===== src/rtl/circuit_result_reader_pkg.sv =====
// Shared definitions for the circuit result reader: FSM encoding, beat math
// and the word/beat width-compatibility check.
`ifndef CIRCUIT_RESULT_READER_PKG_SV
`define CIRCUIT_RESULT_READER_PKG_SV

`define CRR_WIDTH_OK(w, ow) ((((w) % (ow)) == 0))

package circuit_result_reader_pkg;

    typedef enum logic [1:0] {
        ST_IDLE = 2'd0,
        ST_LOAD = 2'd1,
        ST_SEND = 2'd2
    } rd_state_e;

    // Number of OW-bit beats that make up one W-bit word.
    function automatic int beats_of(input int w, input int ow);
        return w / ow;
    endfunction

    // Counter width able to index n items; never narrower than one bit.
    function automatic int idx_width(input int n);
        return (n > 1) ? $clog2(n) : 1;
    endfunction

endpackage

`endif


===== src/rtl/circuit_result_reader_fifo.sv =====
// Synchronous DEPTH x W result FIFO; full/empty derive from registered
// pointers only, so a same-edge pop never frees a slot for that edge's push.
module result_fifo
    import circuit_result_reader_pkg::*;
#(
    parameter int W     = 96,
    parameter int DEPTH = 4
) (
    input  logic         clk,
    input  logic         rst,
    input  logic         push,
    input  logic [W-1:0] push_data,
    input  logic         pop,
    output logic [W-1:0] pop_data,
    output logic         full,
    output logic         empty
);
    localparam int AW = idx_width(DEPTH);

    logic [W-1:0] mem [DEPTH];
    logic [AW:0]  wr_ptr;
    logic [AW:0]  rd_ptr;
    logic         wr_en;
    logic         rd_en;

    // Pointers carry one extra wrap bit to tell full from empty.
    assign full  = (wr_ptr[AW-1:0] == rd_ptr[AW-1:0]) && (wr_ptr[AW] != rd_ptr[AW]);
    assign empty = (wr_ptr == rd_ptr);
    assign wr_en = push && !full;
    assign rd_en = pop && !empty;

    assign pop_data = mem[rd_ptr[AW-1:0]];

    always_ff @(posedge clk or negedge rst) begin
        if (!rst) begin
            wr_ptr <= '0;
            rd_ptr <= '0;
        end else begin
            if (wr_en) wr_ptr <= wr_ptr + 1'b1;
            if (rd_en) rd_ptr <= rd_ptr + 1'b1;
        end
    end

    // NOTE: storage has no reset; the pointers alone define valid contents.
    always_ff @(posedge clk) begin
        if (wr_en) mem[wr_ptr[AW-1:0]] <= push_data;
    end

endmodule


===== src/rtl/circuit_result_reader.sv =====
// Consumer end of the circuit result interface: buffers W-bit results and
// streams each one out as W/OW beats, least-significant beat first.
module circuit_result_reader
    import circuit_result_reader_pkg::*;
#(
    parameter int W     = 96,
    parameter int OW    = 32,
    parameter int DEPTH = 4
) (
    input  logic          clk,
    input  logic          rst,
    input  logic          en,
    input  logic [W-1:0]  x_in,
    output logic          in_ready,
    output logic [OW-1:0] o_data,
    output logic          o_valid,
    input  logic          o_ready,
    output logic          o_last,
    output logic          ovf,
    output logic [15:0]   words_out
);
    localparam int BEATS = beats_of(W, OW);
    localparam int BW    = idx_width(BEATS);

    if (!`CRR_WIDTH_OK(W, OW)) begin : g_width_check
        $error("circuit_result_reader: W must be a multiple of OW");
    end

    rd_state_e     state_q, state_d;
    logic [W-1:0]  shreg_q;
    logic [BW-1:0] beat_q;
    logic [15:0]   words_q;
    logic          ovf_q;
    logic          fifo_pop;
    logic          fifo_full;
    logic          fifo_empty;
    logic [W-1:0]  fifo_head;
    logic          last_beat;
    logic          xfer;

    result_fifo #(.W(W), .DEPTH(DEPTH)) u_fifo (
        .clk       (clk),
        .rst       (rst),
        .push      (en),
        .push_data (x_in),
        .pop       (fifo_pop),
        .pop_data  (fifo_head),
        .full      (fifo_full),
        .empty     (fifo_empty)
    );

    assign last_beat = (beat_q == BW'(BEATS - 1));
    assign xfer      = (state_q == ST_SEND) && o_ready;

    assign in_ready  = !fifo_full;
    assign o_valid   = (state_q == ST_SEND);
    assign o_data    = (state_q == ST_SEND) ? shreg_q[OW-1:0] : '0;
    assign o_last    = (state_q == ST_SEND) && last_beat;
    assign ovf       = ovf_q;
    assign words_out = words_q;

    // NOTE: defaults first so every path assigns every output (no latches).
    always_comb begin
        state_d  = state_q;
        fifo_pop = 1'b0;
        unique case (state_q)
            ST_IDLE: if (!fifo_empty) state_d = ST_LOAD;
            ST_LOAD: begin
                fifo_pop = 1'b1;
                state_d  = ST_SEND;
            end
            ST_SEND: begin
                if (xfer && last_beat) begin
                    // Chain straight into the next word to avoid a bubble.
                    if (!fifo_empty) fifo_pop = 1'b1;
                    else             state_d  = ST_IDLE;
                end
            end
            default: state_d = ST_IDLE;
        endcase
    end

    // NOTE: sequential state uses non-blocking assignments only.
    always_ff @(posedge clk or negedge rst) begin
        if (!rst) begin
            state_q <= ST_IDLE;
            shreg_q <= '0;
            beat_q  <= '0;
            words_q <= '0;
            ovf_q   <= 1'b0;
        end else begin
            state_q <= state_d;
            if (en && fifo_full) ovf_q <= 1'b1;
            if (state_q == ST_LOAD) begin
                shreg_q <= fifo_head;
                beat_q  <= '0;
            end else if (xfer) begin
                if (last_beat) begin
                    words_q <= words_q + 16'd1;
                    if (!fifo_empty) begin
                        shreg_q <= fifo_head;
                        beat_q  <= '0;
                    end
                end else begin
                    shreg_q <= shreg_q >> OW;
                    beat_q  <= beat_q + 1'b1;
                end
            end
        end
    end

endmodule


===== config.mk =====
export PLATFORM = sky130hd
export DESIGN_NAME = circuit_result_reader
export DESIGN_NICKNAME = d
export VERILOG_FILES = /design/src/rtl/circuit_result_reader_pkg.sv /design/src/rtl/circuit_result_reader_fifo.sv /design/src/rtl/circuit_result_reader.sv
export SDC_FILE = /design/constraint.sdc
export NUM_CORES = 1
export LEC_CHECK = 0
export CAP_MARGIN = 30
export CORE_MARGIN = 2
export CORE_UTILIZATION = 25
export CTS_BUF_LIST = sky130_fd_sc_hd__clkbuf_2 sky130_fd_sc_hd__clkbuf_4 sky130_fd_sc_hd__clkbuf_8
export CTS_CLUSTER_DIAMETER = 120
export DETAILED_ROUTE_END_ITERATION = 10
export MAX_ROUTING_LAYER = met4
export PLACE_DENSITY = 0.48
export SYNTH_ARGS = -nofsm -noshare
export SYNTH_HDL_FRONTEND = slang
export SYNTH_SLANG_ARGS = --single-unit

===== constraint.sdc =====
create_clock -name clk -period 4.39 [get_ports clk]
set_clock_uncertainty 0.2 [all_clocks]
set_input_delay 0.6585 -clock clk [delete_from_list [all_inputs] [get_ports clk]]
set_output_delay 0.6585 -clock clk [all_outputs]
set_load 0.005 [all_outputs]

# After elaboration in Yosys (flattened, before gate mapping)
# Memory sizes are Yosys's and may differ from the RTL's.
# Index checks and enable logic that the tools add are counted.
classes:
  n_reduce_logical: 14
  bitwise_logic: 1
  n_eq_ne: 10
  n_addsub: 4
  mux: 18
op_table:
  columns: ["operator", "count"]
  rows:
  - ["2-to-1 mux 96 bit", 4]
  - ["2-to-1 mux 32 bit", 1]
  - ["adder 16 x 1 -> 16 bit (second input constant)", 1]
  - ["2-to-1 mux 2 bit", 7]
  - ["logical AND 1 bit", 7]
  - ["adder 3 x 1 -> 3 bit (second input constant)", 2]
  - ["one-hot mux 2 bit (3 select lines)", 1]
  - ["AND reduction 3 bit", 2]
  - ["== test 2 bit (second input constant)", 2]
  - ["2-to-1 mux 1 bit", 4]
  - ["!= test 2 x 1 -> 1 bit (second input constant)", 2]
  - ["== test 3 bit", 1]
  - ["!= test 3 x 2 -> 1 bit (second input constant)", 1]
  - ["adder 2 x 1 -> 2 bit (second input constant)", 1]
  - ["== test 2 x 1 -> 1 bit (second input constant)", 1]
  - ["== test 2 bit", 1]
  - ["zero test 1 bit", 2]
  - ["zero test 2 bit", 1]
  - ["!= test 2 bit (second input constant)", 1]
  - ["one-hot mux 1 bit (2 select lines)", 1]
  - ["AND reduction 2 bit", 1]
  - ["nonzero test 2 bit", 1]
  - ["!= test 1 bit", 1]
  - ["NOT 1 bit", 1]
totals:
  mem_bits_rw: 384
  output_inout_bits: 52
  elab_cells: 55
  reg_bits: 123
  n_memories: 1
  input_bits: 100
mem_list:
  columns: ["memory", "depth", "word_bits", "rd", "rd_clocked_by_memory_dff", "wr", "line", "source"]
  rows:
  - ["u_fifo.mem", 4, 96, 1, 0, 1, "circuit_result_reader_fifo.sv:20", "logic [W-1:0] mem [DEPTH];"]

# Depth between registers and ports, before layout
logic_depth:
  word_depth: 6
  ltp_mapped: 8
  mapped_depth_nobuf: 6

# Modules after synthesis
# A second synthesis with hierarchy kept.
hier_totals:
  hier_cells: 1169
  hier_area_um2: 19728.9
modules_own_cells:
  columns: ["module", "cells_per_inst", "area_per_inst_um2", "seq_area_each_um2", "n_inst"]
  rows:
  - ["result_fifo", 550, 14331.2, 11681.2, 1]
  - ["circuit_result_reader", 619, 5397.7, 2927.8, 1]

# Worst setup path after synthesis
# Ideal clock, no wire load.
synth_path:
  path_kind: "register to register"
  startpoint: "register u_fifo.rd_ptr[1]"
  endpoint: "memory u_fifo.mem[3][0], enable pin"
  stages_incl_launch_ff: 5
  synth_period_minus_slack_ns: 3.957
  path_slack_ns: 0.433
  setup_ns: 0.467
  required_ns: 3.723
  t_arrival_ns: 3.290
  path_buffers: 1
  path_cell_list: "dfrtp_1 -> buf_2 -> xor2_1 -> o31a_2 -> and2_1"
synth_between:
  elab_chain_cells: 6
synth_lines:
  columns: ["element", "line", "source"]
  rows:
  - ["start, declared", "circuit_result_reader_fifo.sv:22", "logic [AW:0] rd_ptr;"]
  - ["start signal, assigned", "circuit_result_reader_fifo.sv:40", "if (rd_en) rd_ptr <= rd_ptr + 1'b1;"]
  - ["== test 2 bit", "circuit_result_reader_fifo.sv:27", "assign full = (wr_ptr[AW-1:0] == rd_ptr[AW-1:0]) && (wr_ptr[AW] != rd_ptr[AW]);"]
  - ["logical AND 1 bit", "circuit_result_reader_fifo.sv:27", null]
  - ["zero test 1 bit", "circuit_result_reader_fifo.sv:29", "assign wr_en = push && !full;"]
  - ["logical AND 1 bit", "circuit_result_reader_fifo.sv:29", null]
  - ["2-to-1 mux 1 bit", "circuit_result_reader_fifo.sv:46", "if (wr_en) mem[wr_ptr[AW-1:0]] <= push_data;"]
  - ["2-to-1 mux 1 bit (not written as such)", "circuit_result_reader_fifo.sv:46", null]
  - ["end, declared", "circuit_result_reader_fifo.sv:20", null]
# Every way passes these cells.

# Worst setup path in the final report
layout_path:
  startpoint: "register state_q[0]"
  endpoint: "output o_data[30]"
layout_between:
  elab_chain_cells: 2
layout_lines:
  columns: ["element", "line", "source"]
  rows:
  - ["start, declared", "circuit_result_reader.sv:29", "rd_state_e state_q, state_d;"]
  - ["start signal, assigned", "circuit_result_reader.sv:92", "state_q <= state_d;"]
  - ["== test 2 bit", "circuit_result_reader.sv:57", "assign o_data = (state_q == ST_SEND) ? shreg_q[OW-1:0] : '0;"]
  - ["2-to-1 mux 32 bit", "circuit_result_reader.sv:57", null]
  - ["end, declared", "circuit_result_reader.sv:15", "output logic [OW-1:0] o_data,"]
# Every way passes these cells.

==> results.cfg <==
[outcome]
status = finished, final reports clean

[critical_path]
required_ns = 3.53
rr_endpoint = shreg_q[56]
path_buf_inv = 3
arrival_ns = 2.68
slowest_stage = clkdlybuf4s50_1
crit_end = o_data[30]
r2r_slack_ns = 1.43
max_stage_delay_ns = 0.55
worstSetupEndpointType = primary output
rr_startpoint = u_fifo.rd_ptr[1]
worstSetupPathType = reg -> out
crit_chain = inv_1 > ha_2 > buf_4 > and2_1 > clkdlybuf4s50_1
reg2reg_depth = 5
critical_path.startpoint = state_q[0]
crit_fanout = 40
cp_num_cells = 5
cp-start-kind = flop
path_delay_family = buffers and inverters

[power]
clkPwrFrac = 0.264
seqPwrFrac = 0.433
internal-power_mw = 10.9
comb_power_share = 0.302
switching_share = 0.323
powerDensity_nw_per_um2 = 667
power_switching_mw = 5.23
peakVddDrop_uv = 488
p_leak_nw = 8.50

[clock_network]
cts_hold_buf = 1
htreeDepth = 3
clkLatencyLatePin_ns = 0.66
cts.path.max_buffers = 3
clk_pin_slew_ns = 0.06
cts_buffers = 85
tritoncts = yes
postCtsSetupBuffers = 0
cts-root-buf = clkbuf_8
clkSinkCount = 507
cts-resized-gates = 0

[layout]
ff_latch_area_sq_um = 14600
fillCellCount = 7575
multiInputGateArea_sq_um = 4480
drive_gt1_frac = 0.208
fin_area_sq_um = 24200
final_cell_mix = 384 x edfxtp_1, 150 x clkdlybuf4s50_1, 121 x dfrtp_1
final_common_cell = edfxtp_1
nets = 1399
area_growth_pct = 23.0

[timing]
tightest_slew_ns = 0.937
final.period_utilization = 0.806
slew_violations = 0
finalSetupViolations = 0
tns_ns = 0
max_clock_freq_ghz = 0.283
slew_headroom = 0.375
rsz0062_at_grt = false
report.final.hold_viol_count = 0
finalCriticalPeriod_ns = 3.54

[placement]
gp_congestion = 0.725
dpl-instance-area_sq_um = 22400
dpl.hpwl_microns = 28600
numPortBuffers = 151

[synthesis]
yosysSeqAreaShare = 0.742
synthesis.area_sq_um = 19700
synth_edf_count = 384
synth_warnings = 0
syn_nets = 1203
synth-async-reset-ratio = 0.243
synth_top_flop_cell = edfxtp_1
avgSynthCellArea_sq_um = 18.0
synth_seq_cells = 507
ys_types = 50
synth_cells = 1094

[routing]
drt_iter0_drc = 757
drc_errors = 0
via_per_inst = 4.34
post_drt_wl_per_cell_microns = 20.5
dr.pass1.iters = 7
routed_wl_microns = 49500
vias = 10494
drtAntennaViolNets = 0

[flow_run]
drv_cap = 0

[grt]
grt_pass1_vias = 11301
grt_overflow = 0
grt_first_pass_wirelength_microns = 74400
grt_max_degree = 99
antenna_found_initial = 19
track_usage = 0.126

[min_path]
holdCritPathClass = reg -> reg

[die]
die_h_microns = 285
die_x_microns = 285
ioPinCount = 152
dieArea_sq_um = 81100
start_util = 0.253
core_sq_um = 77700
num_rows = 102
[routing by layer]
metal  routed length, microns  GRT usage  share of wire
met2                    23700      0.197           0.48
met3                     3600     0.0451          0.073
met5                        0          -              0
met4                      922     0.0370          0.019
met1                    21400      0.154           0.43
[worst min-delay path by stage]
stage / from / end / slack (ns) / cells past startpoint
floorplan: rst / beat_q[0] / 0.16 / 0
global placement: ovf / ovf / 0.25 / 1
detailed placement: ovf / ovf / 0.26 / 1
CTS: ovf / ovf / 0.27 / 1
global route: words_out[15] / words_out[15] / 0.30 / 1
finish: ovf / ovf / 0.27 / 1
[per-stage QoR]
step	setup slack, ns	utilization	total power [mW]	hold slack, ns	cells
after global routing	0.714	0.312	17.2	0.300	2419
final	0.850	0.312	16.2	0.268	2420
after detailed placement	1.13	0.288	12.1	0.259	2242
after CTS	0.782	0.311	16.5	0.273	2401
after global placement	1.19	0.288	12.0	0.254	2241
after floorplan	0.433	-	10.4	0.163	1094
[power groups by stage]
| stage | Combinational [mW] | Sequential (mW) | Clock, mW |
|---|---|---|---|
| 2_1_floorplan | 3.43 | 6.96 | 0 |
| 3_3_place_gp | 4.99 | 7.05 | 0 |
| 3_5_place_dp | 5.04 | 7.10 | 0 |
| 4_1_cts | 5.06 | 7.02 | 4.41 |
| 5_1_grt | 5.41 | 7.12 | 4.63 |
| 6_report | 4.89 | 7.01 | 4.27 |
[kinds of logic (layout without fill, tap and decap cells)]
kind of cell | Yosys count | in the layout | share of synthesized area
AO/OA/AOI/OAI | 176 | 176 | 0.0596
XOR/XNOR | 25 | 25 | 0.0123
adder cells (fa/ha/maj) | 9 | 9 | 0.00572
buffers and inverters | 134 | 401 | 0.0326
flip-flops | 507 | 507 | 0.742
multiplexers | 99 | 99 | 0.111
other | 0 | 19 | 0
AND/OR/NAND/NOR | 144 | 144 | 0.0369
[synthesized netlist by cell type (2+ instances only)]
master,instances,area share
nand2_1,72,0.014
nor2_1,5,0.00095
a21oi_1,4,0.0010
buf_4,5,0.0019
mux4_2,96,0.11
and3_1,2,0.00063
o21ai_0,32,0.0081
buf_2,29,0.0074
clkbuf_1,16,0.0030
nand4b_1,2,0.00089
edfxtp_1,384,0.59
nor3_1,2,0.00051
a22oi_1,63,0.024
xnor2_1,14,0.0062
buf_6,11,0.0063
o22ai_1,64,0.020
clkbuf_2,2,0.00051
nand3_1,9,0.0023
xnor2_2,3,0.0025
nand4_1,3,0.00095
xor2_1,8,0.0036
ha_1,9,0.0057
and2_1,36,0.011
inv_1,71,0.014
dfrtp_1,123,0.16
mux2_2,2,0.0011
nand2b_1,3,0.00095
a41o_1,2,0.0010
[registers in the layout, indices dropped and copies added, names as in the netlist]
name / count
state_q: 2
ovf: 1
beat_q: 2
shreg_q: 96
u_fifo.mem: 384
u_fifo.wr_ptr: 3
words_out: 16
u_fifo.rd_ptr: 3
[layout make-up]
cell class | count | area share
sequential | 507 | 0.603
multi-input combinational | 453 | 0.185
timing repair buffer | 172 | 0.0726
clock buffer | 122 | 0.0623
tap | 1040 | 0.0537
inverter | 71 | 0.0110
clock inverter | 36 | 0.0101
antenna | 19 | 0.00196
Power figures use the tool's default switching activity.
